## src/rtl/mem_arbiter.sv

```systemverilog
// Two-master arbiter/sequencer for the shared MU0 memory: grants one master,
// holds the memory strobes for a fixed access time, then returns a one-cycle ack.
module mem_arbiter #(
  parameter int unsigned WAIT_STATES = 1,
  parameter int unsigned FIXED_PRIO  = 0
) (
  input  logic        i_clk,
  input  logic        i_reset,
  input  logic        i_m0_req,
  input  logic        i_m0_rnw,
  input  logic [11:0] i_m0_addr,
  input  logic [15:0] i_m0_wdata,
  output logic        o_m0_ack,
  output logic [15:0] o_m0_rdata,
  input  logic        i_m1_req,
  input  logic        i_m1_rnw,
  input  logic [11:0] i_m1_addr,
  input  logic [15:0] i_m1_wdata,
  output logic        o_m1_ack,
  output logic [15:0] o_m1_rdata,
  output logic        o_mem_rq,
  output logic        o_mem_rnw,
  output logic [11:0] o_mem_addr,
  output logic [15:0] o_mem_wdata,
  input  logic [15:0] i_mem_rdata,
  output logic        o_busy,
  output logic        o_owner
);

  localparam logic [3:0] WsLoad = 4'(WAIT_STATES);

  typedef enum logic [1:0] {StIdle, StAccess, StDone} state_e;

  state_e      r_state, w_state_next;
  logic        r_owner;
  logic        r_rnw;
  logic [11:0] r_addr;
  logic [15:0] r_wdata;
  logic [3:0]  r_cnt;
  logic [15:0] r_rdata;
  logic        r_keep;

  logic w_grant_valid;
  logic w_grant;
  logic w_owner_req;
  logic w_access;
  logic w_ack;

  always_comb begin
    w_grant_valid = i_m0_req | i_m1_req;
    w_grant       = i_m1_req;
    if (i_m0_req && i_m1_req) begin
      w_grant = (FIXED_PRIO != 0) ? 1'b0 : ~r_owner;
    end
    w_owner_req = r_owner ? i_m1_req : i_m0_req;
  end

  always_comb begin
    w_state_next = r_state;
    case (r_state)
      StIdle:   if (w_grant_valid) w_state_next = StAccess;
      StAccess: if (r_cnt == 4'd0) w_state_next = StDone;
      StDone:   w_state_next = StIdle;
      default:  w_state_next = StIdle;
    endcase
  end

  always_ff @(posedge i_clk or negedge i_reset) begin
    if (!i_reset) begin
      r_state <= StIdle;
    end else begin
      r_state <= w_state_next;
    end
  end

  always_ff @(posedge i_clk or negedge i_reset) begin
    if (!i_reset) begin
      r_owner <= 1'b1;
      r_rnw   <= 1'b0;
      r_addr  <= 12'd0;
      r_wdata <= 16'd0;
      r_cnt   <= 4'd0;
      r_rdata <= 16'd0;
      r_keep  <= 1'b0;
    end else begin
      case (r_state)
        StIdle: begin
          if (w_grant_valid) begin
            r_owner <= w_grant;
            r_rnw   <= w_grant ? i_m1_rnw : i_m0_rnw;
            r_addr  <= w_grant ? i_m1_addr : i_m0_addr;
            r_wdata <= w_grant ? i_m1_wdata : i_m0_wdata;
            r_cnt   <= WsLoad;
            r_rdata <= 16'd0;
            r_keep  <= 1'b1;
          end
        end
        StAccess: begin
          // A master that lets go mid-access forfeits its ack; the access still completes.
          if (!w_owner_req) r_keep <= 1'b0;
          if (r_cnt != 4'd0) begin
            r_cnt <= r_cnt - 4'd1;
          end else begin
            r_rdata <= r_rnw ? i_mem_rdata : 16'd0;
          end
        end
        default: ;
      endcase
    end
  end

  always_comb begin
    w_access    = (r_state == StAccess);
    w_ack       = (r_state == StDone) && r_keep;
    o_mem_rq    = w_access;
    o_mem_rnw   = w_access & r_rnw;
    o_mem_addr  = w_access ? r_addr : 12'd0;
    o_mem_wdata = (w_access && !r_rnw) ? r_wdata : 16'd0;
    o_m0_ack    = w_ack & ~r_owner;
    o_m1_ack    = w_ack & r_owner;
    o_m0_rdata  = o_m0_ack ? r_rdata : 16'd0;
    o_m1_rdata  = o_m1_ack ? r_rdata : 16'd0;
    o_busy      = (r_state != StIdle);
    o_owner     = r_owner;
  end

endmodule

```

## config.mk

```make
export PLATFORM = sky130hd
export DESIGN_NAME = mem_arbiter
export DESIGN_NICKNAME = d
export VERILOG_FILES = /design/src/rtl/mem_arbiter.sv
export SDC_FILE = /design/constraint.sdc
export NUM_CORES = 1
export LEC_CHECK = 0
export BUFFER_PORTS_ARGS = -buffer_cell sky130_fd_sc_hd__buf_2
export CORE_AREA = 2 2 106 78
export CTS_CLUSTER_SIZE = 8
export DETAILED_ROUTE_END_ITERATION = 10
export DIE_AREA = 0 0 108 80
export HOLD_SLACK_MARGIN = 0.05
export PLACE_DENSITY_LB_ADDON = 0.08
export SLEW_MARGIN = 40
export SYNTH_ARGS = -nofsm -noshare
export SYNTH_HDL_FRONTEND = slang
export SYNTH_SLANG_ARGS = --single-unit
export TNS_END_PERCENT = 5
```

## constraint.sdc

```tcl
create_clock -name i_clk -period 2 [get_ports i_clk]
set_input_delay 0.4 -clock i_clk [delete_from_list [all_inputs] [get_ports i_clk]]
set_output_delay 0.4 -clock i_clk [all_outputs]
set_load 0.03 [all_outputs]
```

==> results by group <==
Outcome
  – Run status: finished with violations
  – Violations in the final reports: negative setup slack

Pwr
  – Worst ir drop on vdd: 0.000805 V
  – Ratio of total power to cell area: 1370 nW/um2
  – Leak pwr: 2.31 nW

Cells and area
  – Antenna Diode Count: 0
  – Fill count: roughly 710
  – Final core utilization: between 50% and 60%
  – Fraction of layout instances using a drive strength above 1: about half
  – Layout-stage area growth over the synthesis result: 52.5%
  – Number of nets in the final layout: 543

Critical path
  – Biggest cell delay along the critical path: 0.42 ns
  – Worst path cell trace: nand2b_4 > nor3b_4 > buf_6 > and2_4 > buf_6
  – Crit Path Category: reg2out
  – FF-to-FF Start: r_state[1]
  – Highest fanout seen on the critical path: 6
  – Worst Reg-to-Reg Cells: 6
  – Dominant cell type by count on the critical path: sky130_fd_sc_hd__buf_6
  – Setup slack, reg-to-reg: 0.29 ns
  – Endpoint of the worst-slack reg-to-reg timing path: r_wdata[2]
  – Arrival time of the worst setup path: about 1.7 ns
  – Required time reported for the critical path endpoint: around 1.6 ns
  – Cell family with the largest share of critical-path delay: simple AND/OR/NAND/NOR gates
  – Buffers and inverters on the worst path: 2
  – Worst Setup End Kind: primary output
  – Slowest CP cell: sky130_fd_sc_hd__dfrtp_2
  – Type of element launching the critical path: register

Placed design
  – Weighted congestion at the end of routability-driven global placement: 0.719
  – # port buffers: 143
  – Post-detailed-placement half-perimeter wirelength: between 5000 and 6000 um

Detailed routing
  – Number of DRC markers after the initial detailed-route iteration: 81
  – Detail-routed net length per standard cell: 15.2 um
  – # DRC: 0
  – Vias: 2770
  – Routed via count divided by cell count: 4.90
  – Total wire length: ~8600 um
  – Remaining antenna violation count after routing: 0
  – Number of detailed-routing iterations run before antenna repair: 4

Timing
  – Crit share post-route: 102%
  – Clock period minus final worst setup slack: 2.05 ns
  – Slew margin rel.: 51.8%
  – Measured slew at the worst slew-check pin: between 0.7 and 0.8 ns
  – Max Clock Freq: 489 MHz
  – Number of hold-slack violations in the final timing report: 0
  – Unrepaired setup endpoints after global routing: true
  – Setup slack of the critical path after layout: -0.0470 ns
  – Worst clock skew on the final layout: 0.00548 ns
  – Final Slew Violations: 0
  – Count of final setup violators: 20
  – Final hold slack: 0.0571 ns

Logic synthesis
  – Net Count, Synth: roughly 390
  – Seq/Total Area, Yosys: 44.8%
  – Ranking of synthesized cells by area: sky130_fd_sc_hd__dfrtp_1 44%, sky130_fd_sc_hd__mux2i_1 16%, sky130_fd_sc_hd__o21ai_0 13%
  – Area of the mapped netlist: 2960 um2
  – Cells after synthesis: 311
  – Cell type contributing the most total cell area after synthesis: sky130_fd_sc_hd__dfrtp_1
  – Async SR Flop Fraction: 100%
  – Synth Area per Inst: 9.53 um2
  – Area share of the largest cell type after synthesis: 43.9%
  – Commonest cells post-synth: 79 x sky130_fd_sc_hd__o21ai_0, 60 x sky130_fd_sc_hd__and2_1, 52 x sky130_fd_sc_hd__dfrtp_1
  – Leading register cell type out of synthesis: sky130_fd_sc_hd__dfrtp_1
  – Most repeated cell in the gate-level netlist after synthesis: sky130_fd_sc_hd__o21ai_0
  – Number of synthesized flops with an enable pin: 0
  – Post-synthesis sequential element count: 53
  – Ys Warns: 0
  – Number of distinct library cells after synthesis: 31

CTS
  – Maximum root-to-sink buffer count: 2
  – CTS sink cnt: 53
  – CTS H-tree lvls: 2
  – Number of buffers added by the clock tree synthesis step: 5
  – Clk Latency, worst-skew pair: about 0.30 ns
  – Post-CTS Hold Fix Bufs: 0
  – CTS clk-pin slew, worst paths: 0.10 ns
  – Master cell of the clock root buffer: sky130_fd_sc_hd__clkbuf_8
  – CTS tree: yes

Floorplanning
  – Number of top-level pins: between 100 and 150
  – Floorplan core area: 7600 um2
  – Die H: 80 um
  – Die footprint: 8640 um2
  – Row count: 27
  – Floorplan die width: approximately 110 um
  – Initial core utilization: 39.0%

Global routing
  – Total global routing track utilization: around a fifth
  – First-pass GRT wire length: about 13000 um
  – Vias in the first global route: 2632
  – Total congestion overflow after global routing: 0
  – Number of antenna violations at the first check in global routing: 0
  – Maximum number of pins on one net before global-route repair: 32

Min path
  – Kind of path behind the tightest hold check: in2async

Run
  – Max Cap Viol: 0
[cells in the final DEF, fill, tap and decap left out, types with 16 or more instances in the layout]
master                    instances
sky130_fd_sc_hd__o21ai_0         78
sky130_fd_sc_hd__and2_1          24
sky130_fd_sc_hd__buf_6           51
sky130_fd_sc_hd__nand2_1         16
sky130_fd_sc_hd__buf_2           92
sky130_fd_sc_hd__mux2i_1         47
sky130_fd_sc_hd__buf_4           19
sky130_fd_sc_hd__and2_4          36
sky130_fd_sc_hd__dfrtp_1         50
[area by class of cell]
type                            instances  area, um2  share of cell area, %
Clock buffer                            5       68.8                   1.52
Clock inverter                          3       65.1                   1.44
Inverter                                6       26.3                  0.581
Multi-Input combinational cell        228       1640                   36.2
Sequential cell                        53       1330                   29.4
Tap cell                              101        126                   2.80
Timing Repair Buffer                  168       1260                   27.9
Timing Repair inverter                  1       7.51                  0.166
[per-stage QoR]
stage          instances  power [mW]  setup slack (ns)  setup TNS, ns  cell area, um2
3_5_place_dp         547        4.73             0.167              0            3860
6_report             565        6.17           -0.0470         -0.476            4520
5_1_grt              565        6.60           -0.0961          -3.53            4520
3_3_place_gp         547        4.66             0.186              0            3850
4_1_cts              560        5.78           -0.0387         -0.461            4320
2_1_floorplan        311        3.82            -0.107         -0.967            2970
[repair_timing]
| action | in CTS | in global routing |
|---|---|---|
| cloned | 2 | 1 |
| gates resized for setup | 96 | 64 |
| setup endpoints to repair | 62 | 61 |
| buffers inserted | 3 | 4 |
| pin swaps | 17 | 20 |
[report_power, final]
group / switching [mW] / internal [mW]
clock: 0.354 / 0.497
sequential: 0.295 / 1.56
combinational: 2.00 / 1.47
[per-layer routing]
layer / global-route usage (%) / share of wire (%) / vias up
met2: 30.3 / 46 / 80
met4: 3.46 / 0.20 / 0
met5: 0 / 0 / -
li1: - / - / 1361
met1: 27.9 / 49 / 1327
met3: 3.84 / 5.0 / 2
[cell families (layout without fill, tap and decap cells)]
family | count (synthesis) | after routing | synth area share (%)
AND/OR/NAND/NOR | 93 | 93 | 18.6
multiplexers | 48 | 48 | 16.3
AO/OA/AOI/OAI | 85 | 85 | 14.7
adder cells (fa/ha/maj) | 2 | 2 | 0.844
buffers and inverters | 30 | 183 | 4.81
flip-flops | 53 | 53 | 44.8
[worst max-delay path by stage]
stage	start	endpoint	depth (start not counted)
5_1_grt	r_state[0]	o_m0_rdata[13]	5
3_3_place_gp	r_state[0]	o_m0_rdata[12]	5
2_1_floorplan	r_state[0]	o_m0_rdata[10]	4
4_1_cts	r_state[0]	o_m0_rdata[13]	5
6_report	r_state[0]	o_m0_rdata[9]	5
3_5_place_dp	r_state[0]	o_m0_rdata[13]	5
[flip-flops by register name (all words and copies together), names as in the netlist]
register,flops
r_rdata,16
r_wdata,16
r_keep,1
r_state,2
r_cnt,4
r_rnw,1
o_owner,1
r_addr,12
Note: power is estimated with default switching activity, not from simulation.
